File: config.mk
export PLATFORM = sky130hd
export DESIGN_NAME = run_seq_gen_flat
export DESIGN_NICKNAME = d
export VERILOG_FILES = /design/src/rtl/run_seq_if.sv /design/src/rtl/run_seq_gen.sv /design/src/flat_wrapper.sv
export SDC_FILE = /design/constraint.sdc
export NUM_CORES = 1
export LEC_CHECK = 0
export CORE_UTILIZATION = 36
export CTS_CLUSTER_DIAMETER = 120
export DETAILED_ROUTE_END_ITERATION = 8
export DONT_BUFFER_PORTS = 1
export PLACE_DENSITY = 0.55
export REMOVE_ABC_BUFFERS = 1
export SLEW_MARGIN = 0
export SYNTH_ARGS = -nofsm -noshare
export SYNTH_HDL_FRONTEND = slang
export SYNTH_SLANG_ARGS = --single-unit
File: constraint.sdc
create_clock -name clk -period 5.25 [get_ports clk]
set_clock_uncertainty 0.1 [all_clocks]
set_input_delay 1.3125 -clock clk [delete_from_list [all_inputs] [get_ports clk]]
set_output_delay 1.3125 -clock clk [all_outputs]
set_load 0.02 [all_outputs]
File: src/rtl/run_seq_if.sv
// run_seq_if: start/ready request and serial pattern output bundle for run_seq_gen
interface run_seq_if #(
  parameter int WIDTH = 8,
  parameter int CNT_W = 4
);
  logic             start;
  logic [WIDTH-1:0] data;
  logic [CNT_W-1:0] repeat_n;
  logic             ready;
  logic             x;
  logic             x_valid;
  logic [1:0]       run_len;
  logic             exp_y;
  logic             done;
  modport master (output start, data, repeat_n, input ready, x, x_valid, run_len, exp_y, done);
  modport slave  (input start, data, repeat_n, output ready, x, x_valid, run_len, exp_y, done);
endinterface

File: src/rtl/run_seq_gen.sv
// run_seq_gen: MSB-first serial pattern transmitter with repeat count, bit stretching
// and an expected three-equal-bit run flag for the downstream detector.
module run_seq_gen #(
  parameter int WIDTH = 8,
  parameter int CNT_W = 4,
  parameter int DIV   = 1
) (
  input logic      clk,
  input logic      reset_n,
  run_seq_if.slave bus
);
  localparam int BW = $clog2(WIDTH);
  localparam int DW = $clog2(DIV + 1);
  localparam logic [BW-1:0] IDX_MAX  = BW'(WIDTH - 1);
  localparam logic [DW-1:0] DIV_LAST = DW'(DIV - 1);
  typedef enum logic [1:0] {IDLE, SEND, DONE} state_t;
  state_t           state_q, state_d;
  logic [WIDTH-1:0] shift_q, shift_d, pat_q, pat_d;
  logic [CNT_W-1:0] rep_q, rep_d;
  logic [BW-1:0]    bit_idx_q, bit_idx_d;
  logic [DW-1:0]    div_q, div_d;
  logic [1:0]       run_len_q, run_len_d;
  logic             ready_q, ready_d, x_q, x_d, x_valid_q, x_valid_d, done_q, done_d;
  logic             last;
  always_comb begin
    state_d   = state_q;
    shift_d   = shift_q;
    pat_d     = pat_q;
    rep_d     = rep_q;
    bit_idx_d = bit_idx_q;
    div_d     = div_q;
    run_len_d = run_len_q;
    ready_d   = ready_q;
    x_d       = x_q;
    x_valid_d = x_valid_q;
    done_d    = 1'b0;
    last      = div_q == DIV_LAST;
    if (state_q == IDLE) begin
      if (bus.start) begin
        state_d   = SEND;
        shift_d   = bus.data;
        pat_d     = bus.data;
        rep_d     = bus.repeat_n;
        bit_idx_d = IDX_MAX;
        div_d     = '0;
        ready_d   = 1'b0;
        x_valid_d = 1'b1;
        x_d       = bus.data[WIDTH-1];
        run_len_d = 2'd1;
      end
    end else if (state_q == SEND) begin
      div_d = last ? '0 : div_q + 1'b1;
      if (last) begin
        if (bit_idx_q != '0) begin
          shift_d   = shift_q << 1;
          bit_idx_d = bit_idx_q - 1'b1;
        end else if (rep_q != '0) begin
          shift_d   = pat_q;
          bit_idx_d = IDX_MAX;
          rep_d     = rep_q - 1'b1;
        end else begin
          state_d   = DONE;
          done_d    = 1'b1;
          x_valid_d = 1'b0;
        end
        // the run carries over pattern reloads; only leaving SEND clears it
        x_d       = (state_d == SEND) && shift_d[WIDTH-1];
        run_len_d = state_d != SEND ? 2'd0 :
                    shift_d[WIDTH-1] != x_q ? 2'd1 :
                    run_len_q == 2'd3 ? 2'd3 : run_len_q + 2'd1;
      end
    end else begin
      state_d = IDLE;
      ready_d = 1'b1;
    end
  end
  always_ff @(posedge clk or negedge reset_n) begin
    if (!reset_n) begin
      state_q   <= IDLE;
      shift_q   <= '0;
      pat_q     <= '0;
      rep_q     <= '0;
      bit_idx_q <= '0;
      div_q     <= '0;
      run_len_q <= '0;
      ready_q   <= 1'b1;
      x_q       <= 1'b0;
      x_valid_q <= 1'b0;
      done_q    <= 1'b0;
    end else begin
      state_q   <= state_d;
      shift_q   <= shift_d;
      pat_q     <= pat_d;
      rep_q     <= rep_d;
      bit_idx_q <= bit_idx_d;
      div_q     <= div_d;
      run_len_q <= run_len_d;
      ready_q   <= ready_d;
      x_q       <= x_d;
      x_valid_q <= x_valid_d;
      done_q    <= done_d;
    end
  end
  assign bus.ready   = ready_q;
  assign bus.x       = x_q;
  assign bus.x_valid = x_valid_q;
  assign bus.run_len = run_len_q;
  assign bus.done    = done_q;
  assign bus.exp_y   = x_valid_q && (run_len_q == 2'd3);
endmodule

File: src/flat_wrapper.sv
// flat-port wrapper written by rule: the top's interface ports become plain ports
module run_seq_gen_flat 
#(
  parameter int WIDTH = 8,
  parameter int CNT_W = 4,
  parameter int DIV   = 1
)
  (clk, reset_n, bus_start, bus_data, bus_repeat_n, bus_ready, bus_x, bus_x_valid, bus_run_len, bus_exp_y, bus_done);
  run_seq_if #(.WIDTH(WIDTH), .CNT_W(CNT_W)) bus_i ();
  input logic clk;
  input logic reset_n;
  input wire logic [$bits(bus_i.start)-1:0] bus_start;
  input wire logic [$bits(bus_i.data)-1:0] bus_data;
  input wire logic [$bits(bus_i.repeat_n)-1:0] bus_repeat_n;
  output wire logic [$bits(bus_i.ready)-1:0] bus_ready;
  output wire logic [$bits(bus_i.x)-1:0] bus_x;
  output wire logic [$bits(bus_i.x_valid)-1:0] bus_x_valid;
  output wire logic [$bits(bus_i.run_len)-1:0] bus_run_len;
  output wire logic [$bits(bus_i.exp_y)-1:0] bus_exp_y;
  output wire logic [$bits(bus_i.done)-1:0] bus_done;
  assign bus_i.start = bus_start;
  assign bus_i.data = bus_data;
  assign bus_i.repeat_n = bus_repeat_n;
  assign bus_ready = bus_i.ready;
  assign bus_x = bus_i.x;
  assign bus_x_valid = bus_i.x_valid;
  assign bus_run_len = bus_i.run_len;
  assign bus_exp_y = bus_i.exp_y;
  assign bus_done = bus_i.done;
  run_seq_gen #(.WIDTH(WIDTH), .CNT_W(CNT_W), .DIV(DIV)) u_core (.clk(clk), .reset_n(reset_n), .bus(bus_i));
endmodule
After elaboration in Yosys (flattened, before gate mapping)

Cells that the tools add are included.

Register bits: 32
Input port bits: 15

Add/sub/neg operators: 4
Eq/ne operators: 11
Muxes and demuxes: 57
Reductions and logical operators: 16

Operators by type and width:

| kind                                             | number |
|---|---|
| 2-to-1 mux 8 bit                                 | 9 |
| 2-to-1 mux 2 bit                                 | 15 |
| 2-to-1 mux 4 bit                                 | 6 |
| 2-to-1 mux 1 bit                                 | 21 |
| 2-to-1 mux 3 bit                                 | 6 |
| AND reduction 5 bit                              | 2 |
| != test 2 x 1 -> 1 bit, second input constant    | 4 |
| AND reduction 2 bit                              | 4 |
| nonzero test 3 bit                               | 2 |
| == test 2 x 1 -> 1 bit, second input constant    | 2 |
| != test 2 bit, second input constant             | 2 |
| AND reduction 4 bit                              | 1 |
| nonzero test 2 bit                               | 2 |
| nonzero test 4 bit                               | 1 |
| subtractor 4 x 1 -> 4 bit, second input constant | 1 |
| != test 3 bit, second input constant             | 1 |
| AND reduction 3 bit                              | 1 |
| subtractor 3 x 1 -> 3 bit, second input constant | 1 |
| adder 2 x 1 -> 2 bit, second input constant      | 1 |
| == test 2 bit, second input constant             | 1 |
| logical AND 1 bit                                | 2 |
| logical NOT 2 bit                                | 1 |
| adder 1 bit, second input constant               | 1 |
| != test 1 bit                                    | 1 |

Logic depth before layout (Yosys ltp)

Depth after elaboration: 12
Mapped depth: 8

Least setup slack after synthesis

No wires, ideal clock.

Path type: input-to-reg
Start: input bus_start
End: register u_core.rep_q[2]
Library setup time: 0.121 ns
Arrival time: 2.169 ns
Data required time: 5.029 ns
Path slack: 2.860 ns
Cell stages on the path: 5
Cell sequence: nor2b_1 a31oi_1 nor2_1 o21ai_0 a22o_1

Cells in the longest elaborated chain, start to end: 2

RTL lines:

| what                          | line               | source |
|---|---|---|
| from (decl)                   | flat_wrapper.sv:12 | `input wire logic [$bits(bus_i.start)-1:0] bus_start;` |
| != test 2 bit (no line)       | n/a                |  |
| AND reduction 5 bit (no line) | n/a                |  |
| to (signal assigned)          | run_seq_gen.sv:94  | `rep_q <= rep_d;` |
| to (decl)                     | run_seq_gen.sv:19  | `logic [CNT_W-1:0] rep_q, rep_d;` |

Every way passes these cells.
A chain may end at the register's enable or synchronous reset.

Final worst setup path

Start: register u_core.bit_idx_q[0]
End: register u_core.rep_q[3]

Cells in the longest elaborated chain, start to end: 3

RTL lines:

| what                             | line              | source |
|---|---|---|
| from (decl)                      | run_seq_gen.sv:20 | `logic [BW-1:0] bit_idx_q, bit_idx_d;` |
| from (signal assigned)           | run_seq_gen.sv:95 | `bit_idx_q <= bit_idx_d;` |
| nonzero test 3 bit               | run_seq_gen.sv:54 | `if (bit_idx_q != '0) begin` |
| != test 2 x 1 -> 1 bit (no line) | n/a               |  |
| AND reduction 5 bit (no line)    | n/a               |  |

Every way passes these cells.

==> impl_metrics.env <==
export IMPL_power_clock_fraction_pct=18.6
export IMPL_timing_rr_start="u_core.bit_idx_q[0]"
export IMPL_timing_critical_path_depth=7
export IMPL_place_hpwl_um=2200
export IMPL_slew_headroom_pct=33.6
export IMPL_number_of_buffers_and_inverters_on_the_critical_path=1
export IMPL_cell_family_contributing_the_most_delay_on_the_critical_path="simple AND/OR/NAND/NOR gates"
export IMPL_ant_nets=0
export IMPL_async_reset_ff_share_pct=100
export IMPL_clkLatencyLatePin_ns=0.29
export IMPL_num_vias=1203
export IMPL_synth_sequential_area_ratio_pct=49.8
export IMPL_hold_buffers=0
export IMPL_antenna_found_initial=0
export IMPL_number_of_i_o_pins=22
export IMPL_synth_enable_flop_cells=0
export IMPL_criticalPathCategory="reg -> reg"
export IMPL_final_period_utilization_pct=48.9
export IMPL_power_share_combinational_pct=36.7
export IMPL_yosysWarningCount=0
export IMPL_initial_utilization_pct=38.2
export IMPL_internal_power_uw=593
export IMPL_placementRows=23
export IMPL_startpoint_type="flop"
export IMPL_antenna_diode_count=0
export IMPL_cts_root_buf="sky130_fd_sc_hd__clkbuf_8"
export IMPL_synth_top_cell_area_share_pct=48.1
export IMPL_drcViolationCount=0
export IMPL_grt_use_met1_pct=21.7
export IMPL_final_setup_worst_slack_ns=2.68
export IMPL_synth_top_cells_by_area="sky130_fd_sc_hd__dfrtp_1 (48%), sky130_fd_sc_hd__a21oi_1 (5.8%), sky130_fd_sc_hd__mux2_2 (5.8%)"
export IMPL_crit_fanout=12
export IMPL_grt_pass1_vias=1162
export IMPL_pre_cts_slack_ns=2.63
export IMPL_switching_share_pct=39.0
export IMPL_timing_final_max_slew_violations=0
export IMPL_worst_endpoint_arrival_ns=2.64
export IMPL_fillerInstances=410
export IMPL_worstSetupStartpoint="u_core.bit_idx_q[0]"
export IMPL_gr_max_usage_layer="met2"
export IMPL_dpl_instance_area_mm2=0.00159
export IMPL_yosys_most_used_dff="sky130_fd_sc_hd__dfrtp_1"
export IMPL_worst_reg_to_reg_cells=7
export IMPL_clock_tree_htree_level_count=2
export IMPL_finalCoreUtilization_pct=40.8
export IMPL_die_height_um=67.8
export IMPL_net_switching_power_uw=379
export IMPL_seq_power_share_pct=44.7
export IMPL_cellLeakagePower_nw=0.695
export IMPL_clkTransAtPathRegs_ns=0.06
export IMPL_tightest_slew_ns=0.995
export IMPL_globalplace_congestion=0.788
export IMPL_setup_worst_path_end="u_core.rep_q[3]"
export IMPL_post_synth_inst_count=166
export IMPL_setup_violations_final=0
export IMPL_setup_tns_final_ns=0
export IMPL_grt_max_degree=32
export IMPL_power_density_mw_per_mm2=583
export IMPL_design_area_mm2=0.00167
export IMPL_die_w_um=67.8
export IMPL_netlist_cell_type_count=35
export IMPL_die_area_mm2=0.00460
export IMPL_timing_critical_path_slowest_cell_delay_ns=0.65
export IMPL_yosys_area_top_type="sky130_fd_sc_hd__dfrtp_1"
export IMPL_globalRoute_totalOverflow=0
export IMPL_hold_path_class="reg -> reg"
export IMPL_multiInputGateArea_um2=721
export IMPL_ff2ff_setup_slack_ns=2.68
export IMPL_fin_total_pwr_uw=972
export IMPL_post_drt_via_cell_ratio=5.57
export IMPL_rsz_0062_raised_after_global_routing="false"
export IMPL_cp_required_ns=5.32
export IMPL_drt_first_iter_violations=61
export IMPL_tritoncts_num_sinks=31
export IMPL_finalWirelength_um=3280
export IMPL_design_core_area_mm2=0.00409
export IMPL_crit_path_cells="inv_1 -> ha_1 -> nor2b_1 -> a31oi_1 -> nor2_1 -> o21ai_0 -> a22o_1"
export IMPL_fmax_mhz=390
export IMPL_final_layout_size_suffix_gt1_share_pct=13.9
export IMPL_post_cts_repair_setup_buffers=0
export IMPL_peakVddDrop_uv=216
export IMPL_gr_usage_all_layers_pct=17.0
export IMPL_outcome="completed"
export IMPL_ctsLongestPathBuffers=2
export IMPL_cell_with_the_most_instances_after_synthesis="sky130_fd_sc_hd__dfrtp_1"
export IMPL_grt_pass1_wl_um=5550
export IMPL_drt_wirelength_per_cell_um=15.2
export IMPL_timing_max_cap_violations=0
export IMPL_globalRouteMet3Util_pct=4.67
export IMPL_detailedRoute_firstPassIterationCount=4
export IMPL_grt_met2_usage_pct=25.2
export IMPL_post_cts_resized=0
export IMPL_layout_nets=183
export IMPL_synth_area_mm2=0.00156
export IMPL_crit_slowest_cell="sky130_fd_sc_hd__nor2b_1"
export IMPL_count_of_final_hold_check_violations=0
export IMPL_period_minus_slack_ns=2.57
export IMPL_reg2reg_to="u_core.rep_q[3]"
export IMPL_area_sequential_um2=777
export IMPL_numCtsBuffers=5
export IMPL_tritoncts="done"
export IMPL_sort_of_element_at_the_end_of_the_critical_path="flop"
export IMPL_average_size_of_a_mapped_cell_um2=9.40
export IMPL_layout_area_growth_over_synthesis_pct=6.90
export IMPL_most_numerous_cell_types_in_the_synthesized_netlist="sky130_fd_sc_hd__dfrtp_1 (30), sky130_fd_sc_hd__nand2_1 (21), sky130_fd_sc_hd__a21oi_1 (18)"
export IMPL_register_bit_total_from_synthesis=31
export IMPL_io_buffer_count=0
## layout by cell type, fill, tap and decap left out, types with 3 or more instances in the layout
cell | synthesis | layout
sky130_fd_sc_hd__inv_1 | 7 | 7
sky130_fd_sc_hd__mux2_2 | 8 | 8
sky130_fd_sc_hd__nand3_1 | 8 | 8
sky130_fd_sc_hd__ha_1 | 3 | 3
sky130_fd_sc_hd__dfrtp_1 | 30 | 30
sky130_fd_sc_hd__nand2_1 | 21 | 21
sky130_fd_sc_hd__a21oi_1 | 18 | 18
sky130_fd_sc_hd__nor3_1 | 6 | 6
sky130_fd_sc_hd__nor2_1 | 12 | 12
sky130_fd_sc_hd__a22o_1 | 3 | 3
sky130_fd_sc_hd__o21ai_0 | 16 | 16
sky130_fd_sc_hd__nor2b_1 | 3 | 3
sky130_fd_sc_hd__clkbuf_8 | 0 | 5
## cells by family after synthesis
logic type      Yosys count  synth area share, %
compound gates           48                 18.3
fa+ha+maj                 3                 2.41
buf+inv                  15                 4.01
flops                    31                 49.8
mux                       8                 5.77
simple gates             61                 19.7
## per-layer routing
layer | share of wire, % | vias to the layer above
li1 | - | 584
met1 | 48 | 587
met2 | 45 | 24
met3 | 4.1 | 8
met4 | 2.8 | 0
met5 | 0 | -
## stage by stage
| stage | cells | hold WS (ns) |
|---|---|---|
| finish | 216 | 0.383 |
| floorplan | 158 | 0.342 |
| global placement | 208 | 0.363 |
| detailed placement | 208 | 0.370 |
| CTS | 216 | 0.384 |
| global route | 216 | 0.425 |
## worst register-to-register path, delay by kind of cell, from the launching register on
family	cells	cell delay (ns)
AND/OR/NAND/NOR	2	1.07
AO/OA/AOI/OAI	3	0.64
flip-flops	1	0.39
adder cells (fa/ha/maj)	1	0.18
buffers and inverters	1	0.08
## layout make-up
cell class	instances	share of cell area [%]
Inverter	7	1.58
Multi-Input combinational cell	120	43.2
Clock buffer	7	4.58
Sequential cell	31	46.6
Tap cell	50	3.75
Clock inverter	1	0.300
## registers in the layout (all words and copies together) (netlist names)
name                flops
u_core.bit_idx_q        3
u_core.bus.done         1
u_core.bus.ready        1
u_core.bus.run_len      2
u_core.bus.x            1
u_core.bus.x_valid      1
u_core.pat_q            8
u_core.rep_q            4
u_core.shift_q          8
u_core.state_q          2
## power by group through the flow
stage | Sequential (mW) | Combinational, mW | Clock (mW)
4_1_cts | 0.433 | 0.360 | 0.186
5_1_grt | 0.452 | 0.413 | 0.199
3_5_place_dp | 0.436 | 0.358 | 0
6_report | 0.434 | 0.357 | 0.181
2_1_floorplan | 0.416 | 0.296 | 0
3_3_place_gp | 0.436 | 0.346 | 0
## worst min path at each step
| stage | to | slack [ns] | from | depth (start not counted) |
|---|---|---|---|---|
| 6_report | u_core.shift_q[5] | 0.38 | u_core.shift_q[5] | 2 |
| 5_1_grt | u_core.shift_q[1] | 0.43 | u_core.shift_q[1] | 2 |
| 4_1_cts | u_core.shift_q[5] | 0.38 | u_core.shift_q[5] | 2 |
| 3_5_place_dp | u_core.shift_q[5] | 0.37 | u_core.shift_q[5] | 2 |
| 3_3_place_gp | u_core.shift_q[0] | 0.36 | u_core.shift_q[0] | 2 |
| 2_1_floorplan | u_core.shift_q[7] | 0.34 | u_core.shift_q[7] | 2 |
No activity file was read; power rests on OpenSTA's default activity.
